$ cat src/rtl/fifo_rd_stream_if.sv
// fifo_rd_stream_if
// Bundles the two handshakes around the read-side drain engine:
//   FIFO side   : rempty / rdata (from the FIFO), rinc (pop strobe to the FIFO)
//   Stream side : m_valid / m_data (to downstream), m_ready (from downstream)
// Modports:
//   master - the drain engine (drives rinc, m_valid, m_data)
//   slave  - the environment around it (FIFO plus downstream sink)
// Parameter DSIZE is the data width and must match the FIFO's DSIZE.
interface fifo_rd_stream_if #(
  parameter int DSIZE = 8
);
  logic             rempty;
  logic [DSIZE-1:0] rdata;
  logic             rinc;
  logic             m_valid;
  logic [DSIZE-1:0] m_data;
  logic             m_ready;

  modport master (
    input  rempty, rdata, m_ready,
    output rinc, m_valid, m_data
  );

  modport slave (
    output rempty, rdata, m_ready,
    input  rinc, m_valid, m_data
  );
endinterface

$ cat src/rtl/fifo_rd_stream.sv
// fifo_rd_stream
// Read-domain drain engine for the async FIFO. Words are popped from the FIFO
// into a 2-entry skid buffer (head drives m_data, skid holds the overflow
// word) and presented downstream on a valid/ready stream. Because the pop
// strobe only looks at registered occupancy, rinc has no combinational path
// from m_ready, yet the two entries still sustain one beat per cycle.
// Ports:
//   rclk     - read-domain clock, rising edge
//   rrst_n   - asynchronous active-low reset
//   flush    - synchronous discard of all buffered words
//   bus      - fifo_rd_stream_if.master (rempty, rdata, rinc,
//              m_valid, m_data, m_ready)
//   rd_count - saturating accepted-beat counter, CWIDTH bits
//              (exists only when FIFO_RD_STATS_EN is defined)
// Optional feature macro: FIFO_RD_STATS_EN
module fifo_rd_stream #(
  parameter int DSIZE  = 8,
  parameter int CWIDTH = 16
) (
  input  logic                 rclk,
  input  logic                 rrst_n,
  input  logic                 flush,
`ifdef FIFO_RD_STATS_EN
  output logic [CWIDTH-1:0]    rd_count,
`endif
  fifo_rd_stream_if.master     bus
);

  typedef enum logic [1:0] {
    EMPTY = 2'd0,
    ONE   = 2'd1,
    TWO   = 2'd2
  } occ_t;

  occ_t             occ;
  occ_t             occ_nxt;
  logic [DSIZE-1:0] head;
  logic [DSIZE-1:0] skid;
  logic             rinc_i;
  logic             valid_i;
  logic             push;
  logic             pop;

  // Occupancy register. Reset empties the buffer immediately, which is safe
  // because the FIFO pointers are reset in this same domain.
  always_ff @(posedge rclk or negedge rrst_n) begin
    if (!rrst_n) begin
      occ <= EMPTY;
    end else begin
      occ <= occ_nxt;
    end
  end

  // Next occupancy. Flush wins over everything; rinc is already forced low
  // during a flush, so no word is taken from the FIFO that would be lost.
  always_comb begin
    occ_nxt = occ;
    if (flush) begin
      occ_nxt = EMPTY;
    end else begin
      case (occ)
        EMPTY: if (push) occ_nxt = ONE;
        ONE: begin
          if (push && !pop) begin
            occ_nxt = TWO;
          end else if (!push && pop) begin
            occ_nxt = EMPTY;
          end
        end
        TWO:     if (pop) occ_nxt = ONE;
        default: occ_nxt = EMPTY;
      endcase
    end
  end

  // Output decode. rinc only looks at rempty, flush, reset and registered
  // occupancy, never at m_ready, which keeps the FIFO pop path short.
  always_comb begin
    rinc_i  = rrst_n && !bus.rempty && !flush && (occ != TWO);
    valid_i = (occ != EMPTY);
    push    = rinc_i;
    pop     = valid_i && bus.m_ready;
  end

  assign bus.rinc    = rinc_i;
  assign bus.m_valid = valid_i;
  assign bus.m_data  = head;

  // Data path. A popped word goes straight to head when head is free or is
  // leaving this cycle; otherwise it parks in skid and moves up on the next
  // accepted beat. Head stays untouched while stalled, so m_data is stable.
  always_ff @(posedge rclk or negedge rrst_n) begin
    if (!rrst_n) begin
      head <= '0;
      skid <= '0;
    end else begin
      case (occ)
        EMPTY: if (push) head <= bus.rdata;
        ONE: begin
          if (push && pop) begin
            head <= bus.rdata;
          end else if (push) begin
            skid <= bus.rdata;
          end
        end
        TWO:     if (pop) head <= skid;
        default: ;
      endcase
    end
  end

`ifdef FIFO_RD_STATS_EN
  // Accepted-beat counter. It saturates rather than wraps and survives a
  // flush; a beat taken in the flush cycle still counts.
  always_ff @(posedge rclk or negedge rrst_n) begin
    if (!rrst_n) begin
      rd_count <= '0;
    end else if (pop && (rd_count != {CWIDTH{1'b1}})) begin
      rd_count <= rd_count + CWIDTH'(1);
    end
  end
`endif

endmodule

$ cat src/flat_wrapper.sv
// flat-port wrapper written by rule: the top's interface ports become plain ports
module fifo_rd_stream_flat 
#(
  parameter int DSIZE  = 8,
  parameter int CWIDTH = 16
)
  (rclk, rrst_n, flush, bus_rempty, bus_rdata, bus_m_ready, bus_rinc, bus_m_valid, bus_m_data);
  fifo_rd_stream_if #(.DSIZE(DSIZE)) bus_i ();
  input  logic rclk;
  input  logic rrst_n;
  input  logic flush;
  input wire logic [$bits(bus_i.rempty)-1:0] bus_rempty;
  input wire logic [$bits(bus_i.rdata)-1:0] bus_rdata;
  input wire logic [$bits(bus_i.m_ready)-1:0] bus_m_ready;
  output wire logic [$bits(bus_i.rinc)-1:0] bus_rinc;
  output wire logic [$bits(bus_i.m_valid)-1:0] bus_m_valid;
  output wire logic [$bits(bus_i.m_data)-1:0] bus_m_data;
  assign bus_i.rempty = bus_rempty;
  assign bus_i.rdata = bus_rdata;
  assign bus_i.m_ready = bus_m_ready;
  assign bus_rinc = bus_i.rinc;
  assign bus_m_valid = bus_i.m_valid;
  assign bus_m_data = bus_i.m_data;
  fifo_rd_stream #(.DSIZE(DSIZE), .CWIDTH(CWIDTH)) u_core (.rclk(rclk), .rrst_n(rrst_n), .flush(flush), .bus(bus_i));
endmodule
$ cat config.mk
export PLATFORM = sky130hd
export DESIGN_NAME = fifo_rd_stream_flat
export DESIGN_NICKNAME = d
export VERILOG_FILES = /design/src/rtl/fifo_rd_stream_if.sv /design/src/rtl/fifo_rd_stream.sv /design/src/flat_wrapper.sv
export SDC_FILE = /design/constraint.sdc
export NUM_CORES = 1
export LEC_CHECK = 0
export CORE_MARGIN = 10
export CORE_UTILIZATION = 45
export CTS_BUF_LIST = sky130_fd_sc_hd__clkbuf_4 sky130_fd_sc_hd__clkbuf_8
export CTS_CLUSTER_SIZE = 28
export DETAILED_ROUTE_END_ITERATION = 10
export GPL_TIMING_DRIVEN = 0
export PLACE_DENSITY = 0.87
export SYNTH_ARGS = -nofsm -noshare
export SYNTH_HDL_FRONTEND = slang
export SYNTH_SLANG_ARGS = --single-unit
export TNS_END_PERCENT = 10
$ cat constraint.sdc
create_clock -name rclk -period 3.65 [get_ports rclk]
set_clock_uncertainty 0.1 [all_clocks]
set_input_delay 0.9125 -clock rclk [delete_from_list [all_inputs] [get_ports rclk]]
set_output_delay 0.9125 -clock rclk [all_outputs]
set_load 0.01 [all_outputs]
After elaboration in Yosys (flattened, before gate mapping)
Index checks and enable logic that the tools add are counted.

Output and inout port bits: 10. Bits of input ports: 13. Register bits: 18. Word-level logic and storage cells: 40.

Equal/unequal tests: 9. Muxes and demuxes: 10. Bitwise gates (word level): 1. Reductions and logical operators: 17.

Operators by type and width (count): $mux W8 (3); $pmux W8 S3 (1); $mux W2 (5); $logic_and A1 B1 Y1 (7); $ne A2 B1 Y1 const B (3); $ne A3 B2 Y1 const B (2); $pmux W2 S3 (1); $reduce_and A3 Y1 (2); $logic_not A1 Y1 (4); $ne A4 B2 Y1 const B (1); $reduce_and A4 Y1 (1); $reduce_bool A3 Y1 (1); $eq A2 B1 Y1 const B (1); $eq A2 B2 Y1 const B (1); $logic_not A2 Y1 (1); $ne A2 B2 Y1 const B (1); $reduce_bool A2 Y1 (1); $not A1 Y1 (1).

Logic depth before layout (Yosys ltp)
Word-level depth: 10. Gate-level depth with buffers: 8. Mapped depth without buffers: 8.

Worst setup path before layout
No wires, ideal clock.

Kind: input -> register. From: input flush. To: register u_core.head[0] (netlist: u_core.bus.m_data[0]). Setup time: 125 ps. Path buffers: 0. Setup slack: 892 ps. Required time: 3425 ps. Cell stages on the path: 6. Arrival time: 2533 ps. Cell sequence: or3b_4 -> nor2_1 -> ha_1 -> nor2b_1 -> a221oi_4 -> mux2_2.

Word-level cells in the longest chain between the ends: 6. Elaborated cells on any way between the ends: 7. Classes of those cells: eq/ne (2); reduce/logical (5).

RTL lines: start, declared (RTL line flat_wrapper.sv:11) `input logic flush;`; $logic_not A1 Y1 (*) (RTL line fifo_rd_stream.sv:79) `rinc_i = rrst_n && !bus.rempty && !flush && (occ != TWO);`; $logic_and A1 B1 Y1 (*) (2 in a row) (RTL line fifo_rd_stream.sv:79); named net bus_rinc (RTL line flat_wrapper.sv:15) `output wire logic [$bits(bus_i.rinc)-1:0] bus_rinc;`; $logic_and A1 B1 Y1 (RTL line fifo_rd_stream.sv:100) `if (push && pop) begin`; $ne A2 B1 Y1 (no source line); $reduce_and A4 Y1 (no source line) (*); end signal, assigned (RTL line fifo_rd_stream.sv:98) `EMPTY: if (push) head <= bus.rdata;`; end signal, assigned (RTL line fifo_rd_stream.sv:101) `head <= bus.rdata;`; end signal, assigned (RTL line fifo_rd_stream.sv:106) `TWO: if (pop) head <= skid;`; end, declared (RTL line fifo_rd_stream.sv:37) `logic [DSIZE-1:0] head;`.

The timed path passes the listed nets; every way through them passes the cells marked *. A chain may end at the register's enable or synchronous reset.

Final worst setup path
From: input flush. To: output bus_rinc.

Word-level cells in the longest chain between the ends: 3.

RTL lines (RTL line): $logic_not A1 Y1 (fifo_rd_stream.sv:79); $logic_and A1 B1 Y1 (2 in a row) (fifo_rd_stream.sv:79); end, declared (flat_wrapper.sv:15).

No other way between the ends.

==> reports/results.txt <==
Status = finished, final reports clean
Core area = 1780 sq um
CTS tree = yes
Routability cong. = 0.800
Pint = 0.000406 W
Worst path top cell family by delay = buffers and inverters
Clk buf depth = 2
Psw = 0.000140 W
CP most frequent cell = clkdlybuf4s50_1
Ys Warns = 0
DP Area = 1130 sq um
Via count = 588
Cell count of the worst reg-to-reg path = 7
Synth-to-layout area growth = 32.3%
Crit-path max FO = 4
Drt wl/cell = 15.5 um
Achievable frequency = 283 MHz
DRT iter0 DRCs = 8
Period utilization = 96.7%
Post-DP HPWL = 1380 um
Remaining DRCs = 0
Fin. Hold Viols = 0
Initial antenna violation count = 0
Critical Path RT = 2.64 ns
Cell leakage power = 0.499 nW
# setup viols final = 0
Clk Latency, worst-skew pair = 0.29 ns
Final period demand of the worst path = 3.53 ns
Hold path cells = 1
H-tree Lvls = 1
Largest net degree at the start of global routing = 22
Clock buffer count from CTS = 3
Seq pwr share = 49.7%
CP peak stage delay = 0.56 ns
Number of vias per cell = 5.11
Slew Viols, Final = 0
I/O Buffers = 22
Rel. slew slack = 62.7%
Max IR drop VDD = 0.255 mV
Clock Sinks = 18
Worst slew pin tran = 0.560 ns
Finished Cell Area = 1170 sq um
Post-detailed-route count of antenna-violating nets = 0
Critical path class = in -> out
Crit path DAT = 2.52 ns
DIE AREA = 4130 sq um
Comb power frac = 27.8%
Hold Crit Class = reg -> reg
GR Overflow Total = 0
Yosys cell types = 16
I/O pins = 23
ANT cells = 0
Switching part of the total power = 25.7%
Clock Pin Slew Worst Setup and Hold Paths = 0.10 ns
Syn Nets = 79
Root Driver = clkbuf_4
Hold wc startpoint = u_core.skid[5]$_DFFE_PN0P_
Worst reg2reg setup slack = 1.09 ns
Post-Synthesis Cells = 64
Max_cap viols = 0
Hold slack = 0.417 ns
Slowest CP cell = clkdlybuf4s50_1
Post-synthesis instance area = 882 sq um
Hold EP = u_core.skid[5]$_DFFE_PN0P_
Layout cell share with drive strength beyond 1 = 35.6%
First-pass GRT wire length = 3130 um
Hold-fix buffers, CTS = 0
Total track usage = 9.40%
Die Y-Extent = 64.3 um
Vias in the first global route = 684
Unrepaired setup endpoints after global routing = false
CP Cell Sequence = clkdlybuf4s50_1 -> or3b_4 -> nor2_2 -> clkdlybuf4s50_1
Cell Pwr Density = 468 nW/um^2
Site row count = 15
Crit path buffers/inverters = 2
Syn avg cell area = 13.8 sq um
Initial DRT Pass Iterations = 4
Worst r2r src = u_core.occ[1]$_DFFE_PN0P_
WL final = 1780 um
Sequential area share after synthesis = 51.1%
Clock power share = 22.5%
Worst Setup End Kind = output pin
Die Width = 64.3 um
FF-to-FF End = u_core.skid[1]$_DFFE_PN0P_
Startpoint Class = input port
Nets = 106
Initial Utilization = 49.5%
Seq cells post-synth = 18
==> layout make-up <==
class / count / area (sq um)
tap: 25 / 31.3
fill: 137 / 616
buffer: 1 / 3.75
multi-input combinational: 42 / 419
timing repair buffer: 22 / 215
clock buffer: 4 / 36.3
inverter: 3 / 11.3
sequential: 18 / 450
==> cell families (layout without fill, tap and decap cells) <==
logic type / count (synthesis) / after routing / synth area share [%]
mux: 24 / 24 / 30.6
flops: 18 / 18 / 51.1
simple gates: 12 / 12 / 8.51
compound gates: 4 / 4 / 5.25
buf+inv: 4 / 30 / 1.70
fa+ha+maj: 2 / 2 / 2.84
==> state kept, by name, summed over array words and instances (netlist names) <==
register           count
u_core.bus.m_data      8
u_core.occ             2
u_core.skid            8
==> metrics by stage <==
stage          power [W]  setup slack (ns)  util, %  cells  TNS (ns)
2_1_floorplan   0.000344             0.892        -     64         0
3_3_place_gp    0.000422            -0.610     63.6    111     -4.46
3_5_place_dp    0.000430            -0.612     63.6    111     -4.58
4_1_cts         0.000553            0.0428     65.3    115         0
5_1_grt         0.000580            0.0305     65.5    115         0
6_report        0.000547             0.121     65.5    115         0
==> power groups by stage <==
stage	clock network (W)	logic, W	registers (W)
after floorplan	0	0.0000628	0.000281
after global placement	0	0.000151	0.000271
after detailed placement	0	0.000155	0.000275
after CTS	0.000127	0.000155	0.000271
after global routing	0.000138	0.000165	0.000277
final	0.000123	0.000152	0.000272
==> worst max-delay path by stage <==
stage / startpoint / endpoint / slack, ns / depth (start not counted)
final: flush / bus_rinc / 0.12 / 4
after CTS: flush / bus_rinc / 0.04 / 4
after detailed placement: rrst_n / bus_rinc / -0.61 / 4
after global placement: rrst_n / bus_rinc / -0.61 / 4
after floorplan: flush / u_core.bus.m_data[0]$_DFFE_PN0P_ / 0.89 / 6
after global routing: flush / bus_rinc / 0.03 / 4
==> routing by layer <==
layer | up-vias | wire length [um] | track usage (%)
li1 | 284 | - | -
met1 | 290 | 710 | 9.99
met2 | 12 | 953 | 15.9
met3 | 2 | 105 | 3.48
met4 | 0 | 14 | 4.81
met5 | - | 0 | 0
==> Yosys cell counts (all sizes together) <==
library cell / n / share of area, %
mux2: 24 / 31
dfrtp: 18 / 51
inv: 3 / 1.3
nor2: 3 / 1.3
a211oi: 2 / 1.7
ha: 2 / 2.8
nand2: 2 / 0.85
nor2b: 2 / 1.4
a21oi: 1 / 0.57
a221oi: 1 / 3.0
clkbuf: 1 / 0.43
nand2b: 1 / 0.71
nor3b: 1 / 0.85
nor4b: 1 / 0.99
nor4bb: 1 / 1.1
or3b: 1 / 1.3
==> cell usage in the layout, fill, tap and decap left out, drive strengths merged <==
cell	count
a211oi	2
a21oi	1
a221oi	1
buf	1
clkbuf	5
clkdlybuf4s50	21
dfrtp	18
ha	2
inv	3
mux2	24
nand2	2
nand2b	1
nor2	3
nor2b	2
nor3b	1
nor4b	1
nor4bb	1
or3b	1
==> timing repair <==
item	CTS	global route
resized for setup	5	1
setup endpoints to repair	9	1
setup buffers	0	0
Power figures use the tool's default switching activity.
